--- src/rtl/stripe_scheduler.sv ---
// Job sequencer for a striped alignment PE array: loads one 64-base stripe of B,
// streams gene A through the array, collects each stripe result and tracks the job-wide best.
module stripe_scheduler #(
   parameter int NUM_STRIPES = 16,
   parameter int SEQ_LEN     = 1024,
   parameter int FLUSH_MAX   = 128
) (
   input  logic         i_clk,
   input  logic         i_rst,
   input  logic         i_go,
   output logic         o_busy,
   output logic         o_done,
   output logic [3:0]   o_b_addr,
   input  logic [127:0] i_b_row,
   output logic [9:0]   o_a_addr,
   input  logic [1:0]   i_a_data,
   output logic         o_start,
   output logic [1:0]   o_A,
   output logic [127:0] o_B,
   input  logic         i_stripe_end,
   input  logic [9:0]   i_start_position,
   input  logic [9:0]   i_end_position,
   input  logic [13:0]  i_max_score_stripe,
   output logic         o_res_valid,
   output logic [3:0]   o_res_stripe,
   output logic [9:0]   o_res_end_pos,
   output logic [13:0]  o_res_score,
   output logic         o_res_timeout,
   output logic [13:0]  o_best_score,
   output logic [3:0]   o_best_stripe,
   output logic [9:0]   o_best_end_pos
);

   localparam logic [2:0] S_IDLE   = 3'd0;
   localparam logic [2:0] S_LOAD_B = 3'd1;
   localparam logic [2:0] S_WAIT_B = 3'd2;
   localparam logic [2:0] S_STREAM = 3'd3;
   localparam logic [2:0] S_FLUSH  = 3'd4;
   localparam logic [2:0] S_REPORT = 3'd5;
   localparam logic [2:0] S_DONE   = 3'd6;

   localparam logic [9:0] LAST_A      = 10'(SEQ_LEN - 1);
   localparam logic [3:0] LAST_STRIPE = 4'(NUM_STRIPES - 1);
   localparam int         FW          = $clog2(FLUSH_MAX + 1);
   localparam logic [FW-1:0] FLUSH_LAST = FW'(FLUSH_MAX - 1);

   logic [2:0]    state;
   logic [2:0]    state_nxt;
   logic [9:0]    base;
   logic [9:0]    a_ptr;
   logic [3:0]    stripe;
   logic [FW-1:0] flush_cnt;
   logic [9:0]    cap_start;
   logic          pe_end;
   logic          flush_timeout;
   logic [10:0]   base_sum;
   logic [9:0]    base_adv;

   // The PE's stripe_end only means something while A is being fed or drained.
   assign pe_end        = i_stripe_end && (state == S_STREAM || state == S_FLUSH);
   assign flush_timeout = (state == S_FLUSH) && !i_stripe_end && (flush_cnt == FLUSH_LAST);

   assign base_sum = {1'b0, base} + {1'b0, cap_start};
   assign base_adv = (base_sum > {1'b0, LAST_A}) ? LAST_A : base_sum[9:0];

   // NOTE: every variable assigned in always_comb gets a default first, so no path infers a latch.
   always_comb begin
      state_nxt = state;
      case (state)
         S_IDLE:   if (i_go) state_nxt = S_LOAD_B;
         S_LOAD_B: state_nxt = S_WAIT_B;
         S_WAIT_B: state_nxt = S_STREAM;
         S_STREAM: begin
            if (i_stripe_end)        state_nxt = S_REPORT;
            else if (a_ptr == LAST_A) state_nxt = S_FLUSH;
         end
         S_FLUSH:  if (i_stripe_end || flush_cnt == FLUSH_LAST) state_nxt = S_REPORT;
         S_REPORT: state_nxt = (stripe == LAST_STRIPE) ? S_DONE : S_LOAD_B;
         S_DONE:   state_nxt = S_IDLE;
         default:  state_nxt = S_IDLE;
      endcase
   end

   // NOTE: sequential state uses non-blocking assignments so every register samples pre-edge values.
   always_ff @(posedge i_clk or posedge i_rst) begin
      if (i_rst) begin
         state     <= S_IDLE;
         o_start   <= 1'b0;
         flush_cnt <= '0;
      end else begin
         state     <= state_nxt;
         o_start   <= (state == S_STREAM) && !i_stripe_end;
         flush_cnt <= (state == S_FLUSH) ? flush_cnt + FW'(1) : '0;
      end
   end

   always_ff @(posedge i_clk or posedge i_rst) begin
      if (i_rst) begin
         base   <= '0;
         stripe <= '0;
         a_ptr  <= '0;
         o_B    <= '0;
      end else begin
         case (state)
            S_IDLE: begin
               if (i_go) begin
                  base   <= '0;
                  stripe <= '0;
               end
            end
            S_WAIT_B: begin
               o_B   <= i_b_row;
               a_ptr <= base;
            end
            S_STREAM: begin
               if (!i_stripe_end && a_ptr != LAST_A) a_ptr <= a_ptr + 10'd1;
            end
            S_REPORT: begin
               // A timed-out stripe gives no start position, so the next stripe reuses this base.
               if (!o_res_timeout)         base   <= base_adv;
               if (stripe != LAST_STRIPE)  stripe <= stripe + 4'd1;
            end
            default: ;
         endcase
      end
   end

   always_ff @(posedge i_clk or posedge i_rst) begin
      if (i_rst) begin
         o_res_valid   <= 1'b0;
         o_res_stripe  <= '0;
         o_res_end_pos <= '0;
         o_res_score   <= '0;
         o_res_timeout <= 1'b0;
         cap_start     <= '0;
      end else begin
         o_res_valid <= pe_end || flush_timeout;
         if (pe_end) begin
            o_res_stripe  <= stripe;
            o_res_end_pos <= base + i_end_position;
            o_res_score   <= i_max_score_stripe;
            o_res_timeout <= 1'b0;
            cap_start     <= i_start_position;
         end else if (flush_timeout) begin
            o_res_stripe  <= stripe;
            o_res_end_pos <= LAST_A;
            o_res_score   <= '0;
            o_res_timeout <= 1'b1;
         end
      end
   end

   always_ff @(posedge i_clk or posedge i_rst) begin
      if (i_rst) begin
         o_best_score   <= '0;
         o_best_stripe  <= '0;
         o_best_end_pos <= '0;
      end else if (state == S_IDLE && i_go) begin
         o_best_score   <= '0;
         o_best_stripe  <= '0;
         o_best_end_pos <= '0;
      end else if (state == S_REPORT && o_res_score > o_best_score) begin
         // Strict compare: on a tie the earlier stripe stays the best.
         o_best_score   <= o_res_score;
         o_best_stripe  <= o_res_stripe;
         o_best_end_pos <= o_res_end_pos;
      end
   end

   assign o_busy   = (state != S_IDLE);
   assign o_done   = (state == S_DONE);
   assign o_b_addr = stripe;
   assign o_a_addr = a_ptr;
   assign o_A      = o_start ? i_a_data : 2'b00;

endmodule

--- config.mk ---
export PLATFORM = sky130hd
export DESIGN_NAME = stripe_scheduler
export DESIGN_NICKNAME = d
export VERILOG_FILES = /design/src/rtl/stripe_scheduler.sv
export SDC_FILE = /design/constraint.sdc
export NUM_CORES = 1
export LEC_CHECK = 0
export CAP_MARGIN = 30
export CORE_ASPECT_RATIO = 1.75
export CORE_MARGIN = 3
export CORE_UTILIZATION = 41
export DETAILED_ROUTE_END_ITERATION = 10
export PLACE_DENSITY = 0.78
export REMOVE_ABC_BUFFERS = 1
export SKIP_CTS_REPAIR_TIMING = 1
export SYNTH_ARGS = -nofsm -noshare
export SYNTH_HDL_FRONTEND = slang
export SYNTH_SLANG_ARGS = --single-unit
--- constraint.sdc ---
create_clock -name i_clk -period 9 [get_ports i_clk]
set_input_delay 2.7 -clock i_clk [delete_from_list [all_inputs] [get_ports i_clk]]
set_output_delay 2.7 -clock i_clk [all_outputs]
set_load 0.1 [all_outputs]
==> run metrics, run 1 <==
status=complete, no violations; Initial Utilization=42.1%; total number of vias=8172; CP Capture Point=o_A[1]; H-tree Lvls=1; Cells after DPL=1512; Hold Worst Slack=0.458 ns; layout cells sized above 1=14.9%; Finished Layout Cells=1553; count of cell types in the netlist=52; R2R Setup Slk=6.10 ns; Syn. warnings=0; largest family of logic cells by synthesized area=multiplexers; ANT nets after route=0; Layout area overhead=48.7%; Final nets=1435; f_max=141 MHz; Min Clock Period, post-route=7.11 ns; drt first pass iters=5; die area=26800 µm²; # DRC=0; initial antenna violation count=4; Post-Synth XOR/XNOR Area=1.72%; first-pass GRT wire length=49100 µm; async set-reset flop share out of synthesis=100%; FILL cells=1898; final hold vios=0; clock buffer depth=3; commonest cells after routing, fill and taps aside=clkdlybuf4s50_1, dfrtp_1, mux2_2, nand2_1, a21oi_1; reg-to-reg endpoint=o_B[22]$_DFFE_PP0P_; GP Congestion=0.866; average routed wire per standard cell=20.4 µm; Worst Tran Pin Value=1.06 ns; Reg clk slew, reported paths=0.06 ns; #FFs+latches synth=232; total wire length=31700 µm; Crit path arrival time=4.41 ns; First DRT Iteration DRCs=343; fin area=15200 µm²; Cell Area, Placed=14400 µm²; CTS tree=yes; Rel. slew slack=29.0%; type of element capturing the critical path=output pin; Ports=373; post-synthesis compound-gate area fraction=10.6%; final slew viol count=0; largest net degree at the start of global routing=103; GRT overflow=0; Synth Area in Adders=4.81%; critical path required time=6.30 ns; EDFF count, synth=0; Total GRT Usage=23.1%; Crit Path Category=input port to output pin; reg2reg start=state[0]$_DFFE_PP0P_; max-capacitance violation count=0; most common cell after layout, fill and taps aside=clkdlybuf4s50_1; CTS root buffer=clkbuf_16; HP Class=register to register; Post-Syn Area per Cell=11.9 µm²; R2R depth=4; post-DR vias/cell=5.26; Post-Synth Simple-Gate Area=8.77%; DIE WIDTH=125 µm; most frequently used flop master after synthesis=dfrtp_1; synthesized cell area=10200 µm²; FP Rows=75; Core ar.=24200 µm²; worst-skew pair later-pin latency=0.52 ns; Num CTS Buffers=22; Startpoint Class=input port; Final Cycle Share=79.0%; number of clock sinks=232; sequential cell area fraction in the yosys report=57.0%; Syn Inst Count=855; RSZ-0062 raised after global routing=no; Final HPWL DP=23700 µm; setup violators final=0; Post-Route Skew=0.0118 ns; mux cell area share after synthesis=14.2%; Die Span Y=215 µm; CP startpoint=i_a_data[1]; vias in the first global route=8498; port bufs=372; crit-path max FO=1
-- flip-flops by register name, summed over array words and instances, names as in the netlist, 10 cells and up --
name	cells
o_best_score	14
cap_start	10
o_a_addr	10
o_B	128
o_best_end_pos	10
o_res_end_pos	10
base	10
o_res_score	14
-- metrics by stage --
step	setup TNS [ns]	setup WS (ns)	utilization, %
finish	0	1.89	62.6
floorplan	-324.12	-3.11	-
global placement	0	1.89	58.5
detailed placement	0	1.89	59.6
CTS	0	1.88	62.4
global route	0	1.83	62.6
-- cell families (layout without fill, tap and decap cells) --
| family | Yosys count | count (layout) |
|---|---|---|
| simple gates | 203 | 203 |
| fa+ha+maj | 38 | 38 |
| xor+xnor | 20 | 20 |
| compound gates | 167 | 167 |
| flops | 232 | 232 |
| other cells | 0 | 3 |
| mux | 129 | 129 |
| buf+inv | 66 | 453 |
-- routing by layer --
metal  routed length (µm)  track usage, %
met5                   12               0
met4                 1340            9.91
met3                 2140            4.96
met2                17000            42.9
met1                11200            25.0
-- cell type report --
type / count / area (µm²) / share of cell area (%)
Timing Repair Buffer: 390 / 4050 / 26.8
Clock buffer: 31 / 614 / 4.05
Clock inverter: 6 / 72.6 / 0.479
Multi-Input combinational cell: 557 / 4110 / 27.1
Antenna cell: 3 / 7.51 / 0.0495
Tap cell: 308 / 385 / 2.54
Inverter: 26 / 105 / 0.694
Sequential cell: 232 / 5810 / 38.3
-- worst min path at each step --
stage,startpoint,to,slack [ns],cells after the start
3_3_place_gp,flush_cnt[0]$_DFF_PP0_,flush_cnt[0]$_DFF_PP0_,0.45,1
5_1_grt,cap_start[9]$_DFFE_PP0P_,cap_start[9]$_DFFE_PP0P_,0.50,2
2_1_floorplan,flush_cnt[0]$_DFF_PP0_,flush_cnt[0]$_DFF_PP0_,0.43,1
6_report,flush_cnt[0]$_DFF_PP0_,flush_cnt[0]$_DFF_PP0_,0.46,1
4_1_cts,flush_cnt[0]$_DFF_PP0_,flush_cnt[0]$_DFF_PP0_,0.46,1
3_5_place_dp,flush_cnt[0]$_DFF_PP0_,flush_cnt[0]$_DFF_PP0_,0.45,1
-- cell usage after synthesis (2+ instances only) --
master / count / share of area, %
mux2_2: 128 / 14
a21oi_2: 2 / 0.17
nand2_1: 108 / 4.0
nor3b_1: 2 / 0.15
buf_2: 17 / 0.84
nor4_1: 2 / 0.12
o22a_1: 3 / 0.26
nand4_1: 4 / 0.25
inv_1: 25 / 0.92
o32ai_1: 14 / 1.2
a211o_1: 2 / 0.17
o21ai_0: 27 / 1.3
a22o_1: 14 / 1.2
dfrtp_1: 232 / 57
a31oi_1: 3 / 0.18
or3_1: 4 / 0.25
and2_1: 5 / 0.31
or2_2: 2 / 0.12
nor2_1: 41 / 1.5
nor3_1: 8 / 0.39
fa_1: 2 / 0.39
xor2_1: 9 / 0.77
ha_1: 36 / 4.4
and3_1: 6 / 0.37
a21oi_1: 54 / 2.7
nand2b_1: 3 / 0.18
o21bai_1: 4 / 0.29
xnor2_1: 11 / 0.95
a211oi_1: 8 / 0.59
nor2b_1: 3 / 0.18
buf_6: 2 / 0.22
a21o_1: 5 / 0.37
clkbuf_1: 20 / 0.74
a32oi_1: 2 / 0.17
nand3_1: 10 / 0.49
o22ai_1: 17 / 1.0
o21a_1: 4 / 0.29
a2111oi_0: 2 / 0.17
-- worst max-delay path, cell delays in order --
cell and delay [ns]:
clkdlybuf4s50_1 0.45, and2_1 0.12, clkdlybuf4s50_1 1.13
Power of run 1 is not shown: default switching activity piles up to over one toggle a cycle in this logic, so the estimate is an artifact.
==> run 2, diff against run 1 <==
==> constraint.sdc (replaced) <==
create_clock -name i_clk -period 6 [get_ports i_clk]
set_input_delay 1.8 -clock i_clk [delete_from_list [all_inputs] [get_ports i_clk]]
set_output_delay 1.8 -clock i_clk [all_outputs]
set_load 0.1 [all_outputs]
==> run metrics, run 2 (synthesized netlist as in run 1, its figures left out) <==
Cells after DPL=1513; Final Util=63.0%; largest net degree at the start of global routing=114; crit path cell chain=clkdlybuf4s50_1 -> and2_1 -> buf_4; Finished Layout Cells=1557; GRT overflow=0; CTS root buffer=clkbuf_16; CP peak stage delay=0.45 ns; critical path required time=4.20 ns; max-capacitance violation count=0; Top Registers=o_B: 128 flops, o_best_score: 14 flops, o_res_score: 14 flops; reg2reg start=state[2]$_DFFE_PP0P_; die area=26800 µm²; average routed wire per standard cell=20.8 µm; DIE WIDTH=125 µm; Hold Startpoint=flush_cnt[0]$_DFF_PP0_; hold path cells=1; CTS tree=yes; CP max stage cell=clkdlybuf4s50_1; type of element capturing the critical path=output pin; crit path buf inv count=2; Final HPWL DP=24200 µm; First DRT Iteration DRCs=327; FP Rows=75; RSZ-0062 raised after global routing=no; Layout area overhead=49.7%; R2R depth=5; Crit Path Category=input port to output pin; Cell Area, Placed=14500 µm²; CP delay by family, top=buffers and inverters; H-tree Lvls=1; HP Class=register to register; # DRC=0; number of clock sinks=232; worst-skew pair later-pin latency=0.51 ns; Die Span Y=215 µm; Reg clk slew, reported paths=0.06 ns; crit-path max FO=1; post-DR vias/cell=5.28; Crit path arrival time=2.67 ns; Min Clock Period, post-route=4.47 ns; Core ar.=24200 µm²; Hold Path End=flush_cnt[0]$_DFF_PP0_; ANT nets after route=0; port bufs=372; Post-Route Skew=0.00985 ns; vias in the first global route=8751; Rel. slew slack=30.0%; f_max=224 MHz; setup violators final=0; status=complete, no violations; fin area=15300 µm²; Final Cycle Share=74.6%; final slew viol count=0; GP Congestion=0.938; initial antenna violation count=3; reg-to-reg endpoint=o_res_end_pos[7]$_DFFE_PP0P_; first-pass GRT wire length=50500 µm; FILL cells=1881; Total GRT Usage=23.6%; clock buffer depth=3; Final nets=1437; layout cells sized above 1=15.6%; most common cell after layout, fill and taps aside=clkdlybuf4s50_1; Startpoint Class=input port; Num CTS Buffers=23; total number of vias=8228; total wire length=32500 µm; R2R Setup Slk=2.80 ns; drt first pass iters=4; final hold vios=0; Initial Utilization=42.1%; Ports=373; commonest cells after routing, fill and taps aside=clkdlybuf4s50_1, dfrtp_1, mux2_2, nand2_1, a21oi_1; Worst Tran Pin Value=1.05 ns; Largest Register=o_B; max reg flops=128
run 2: cell count changes in the layout (fill, tap and decap cells not counted), sizes merged:
cell           before  now
clkinv              4    5
inv                26   25
buf                18   21
clkdlybuf4s50     372  370
diode               3    2
clkinvlp            1    3
clkbuf             31   33
run 2: final cells by class:
class / instances / area (µm²) / share of cell area (%)
Sequential cell: 232 / 5810 / 38.1
Multi-Input combinational cell: 557 / 4110 / 26.9
Timing Repair Buffer: 391 / 4090 / 26.8
Clock buffer: 33 / 683 / 4.48
Tap cell: 308 / 385 / 2.53
Inverter: 26 / 105 / 0.689
Clock inverter: 8 / 72.6 / 0.476
Antenna cell: 2 / 5.00 / 0.0328
run 2: per-stage QoR:
step | setup WS, ns | TNS (ns) | hold WS, ns
floorplan | -6.11 | -1228.32 | 0.425
global placement | 1.45 | 0 | 0.449
detailed placement | 1.48 | 0 | 0.458
CTS | 1.52 | 0 | 0.467
global route | 1.50 | 0 | 0.487
finish | 1.53 | 0 | 0.465
run 2: how the worst max path moves through the flow:
stage / from / end / slack, ns / cells after the start
final: i_a_data[1] / o_A[1] / 1.53 / 3
after global routing: i_a_data[0] / o_A[0] / 1.50 / 3
after CTS: i_a_data[1] / o_A[1] / 1.52 / 3
after detailed placement: i_stripe_end / o_res_end_pos[7]$_DFFE_PP0P_ / 1.48 / 6
after global placement: i_stripe_end / o_res_end_pos[7]$_DFFE_PP0P_ / 1.45 / 6
after floorplan: state[0]$_DFFE_PP0P_ / o_a_addr[0]$_DFFE_PP0P_ / -6.11 / 3
run 2: metal layers:
| layer | up-vias | GRT usage, % | wire length (µm) |
|---|---|---|---|
| met2 | 330 | 45.2 | 17700 |
| met5 | - | 0 | 20 |
| met1 | 4040 | 25.3 | 11600 |
| met4 | 2 | 8.72 | 1210 |
| met3 | 65 | 4.59 | 1930 |
| li1 | 3791 | - | - |
Power of run 2 is left out for the same reason.
==> run 3, diff against run 2 <==
==> constraint.sdc (replaced) <==
create_clock -name i_clk -period 3.8 [get_ports i_clk]
set_input_delay 1.14 -clock i_clk [delete_from_list [all_inputs] [get_ports i_clk]]
set_output_delay 1.14 -clock i_clk [all_outputs]
set_load 0.1 [all_outputs]
==> run metrics, run 3 (synthesized netlist as in run 1, its figures left out) <==
# DRC=0; DIE WIDTH=125 µm; max-capacitance violation count=0; vias in the first global route=8397; Post-Route Skew=0.0221 ns; H-tree Lvls=1; Crit Path Category=input port to output pin; drt first pass iters=5; average routed wire per standard cell=20.3 µm; Fin Setup TNS=0 ns; R2R Setup Slk=1.07 ns; critical path required time=2.66 ns; ANT cells=0; setup violators final=0; Reg clk slew, reported paths=0.06 ns; total number of vias=8112; Final Cycle Share=81.1%; ANT nets after route=0; GP Congestion=0.908; Final nets=1435; Hold Startpoint=flush_cnt[0]$_DFF_PP0_; largest net degree at the start of global routing=71; final hold vios=0; Die Span Y=215 µm; Ports=373; clock buffer depth=3; Final HPWL DP=24100 µm; number of clock sinks=232; most common cell after layout, fill and taps aside=dfrtp_1; initial antenna violation count=1; worst-skew pair later-pin latency=0.51 ns; GRT overflow=0; reg-to-reg endpoint=o_best_score[10]$_DFFE_PP0P_; Total GRT Usage=23.0%; total wire length=31500 µm; Num CTS Buffers=22; FP Rows=75; type of element capturing the critical path=output pin; Hold Path End=flush_cnt[0]$_DFF_PP0_; Min Clock Period, post-route=3.08 ns; crit-path max FO=1; Startpoint Class=input port; Top Registers=o_B: 128 flops, o_best_score: 14 flops, o_res_score: 14 flops; max reg flops=128; hold path cells=1; status=complete, no violations; crit path cell chain=clkdlybuf4s50_1 -> and2_1 -> buf_12; R2R depth=8; port bufs=372; RSZ-0062 raised after global routing=no; Rel. slew slack=33.5%; Layout area overhead=42.5%; CTS tree=yes; post-DR vias/cell=5.24; Finished Layout Cells=1549; die area=26800 µm²; final slew viol count=0; Worst Tran Pin Value=0.995 ns; first-pass GRT wire length=49200 µm; Crit path arrival time=1.94 ns; First DRT Iteration DRCs=411; Core ar.=24200 µm²; Cells after DPL=1513; CTS root buffer=clkbuf_16; reg2reg start=o_res_score[1]$_DFFE_PP0P_; CP peak stage delay=0.45 ns; layout cells sized above 1=31.5%; Initial Utilization=42.1%; commonest cells after routing, fill and taps aside=dfrtp_1, buf_4, clkdlybuf4s50_1, mux2_2, nand2_1; CP max stage cell=clkdlybuf4s50_1; HP Class=register to register; Largest Register=o_B; f_max=325 MHz
==> run 3: layout make-up <==
type / instances / area, µm²
fill: 1984 / 9690
sequential: 232 / 5810
multi-input combinational: 557 / 4110
timing repair buffer: 390 / 3440
clock buffer: 29 / 607
tap: 308 / 385
inverter: 26 / 105
clock inverter: 7 / 73.8
==> run 3: worst max-delay path: cells and delay by family <==
kind          cells  cell delay [ns]
simple gates      1             0.17
buf+inv           2             0.63
==> run 3: how the worst max path moves through the flow <==
| stage | start | slack (ns) | end | cells after the start |
|---|---|---|---|---|
| 3_3_place_gp | i_end_position[1] | 0.29 | o_res_end_pos[9]$_DFFE_PP0P_ | 8 |
| 5_1_grt | i_a_data[1] | 0.68 | o_A[1] | 3 |
| 2_1_floorplan | state[0]$_DFFE_PP0P_ | -8.31 | o_a_addr[0]$_DFFE_PP0P_ | 3 |
| 6_report | i_a_data[1] | 0.72 | o_A[1] | 3 |
| 4_1_cts | i_a_data[1] | 0.72 | o_A[1] | 3 |
| 3_5_place_dp | i_end_position[1] | 0.27 | o_res_end_pos[9]$_DFFE_PP0P_ | 8 |
==> run 3: through the flow <==
step | cell area (µm²) | hold slack, ns | worst slack, ns | util, %
2_1_floorplan | 10000 | 0.425 | -8.31 | -
3_3_place_gp | 13800 | 0.445 | 0.294 | 57.1
3_5_place_dp | 13800 | 0.451 | 0.273 | 57.2
4_1_cts | 14500 | 0.459 | 0.716 | 60.0
5_1_grt | 14500 | 0.480 | 0.677 | 60.0
6_report | 14500 | 0.454 | 0.719 | 60.0
==> run 3: per-layer routing <==
layer	part of all wire, %	global-route usage [%]	vias up
li1	-	-	3778
met4	3.3	7.60	2
met1	37	26.1	3965
met3	6.0	4.09	58
met5	0.041	0	-
met2	54	43.0	309
Power of run 3 is left out for the same reason.
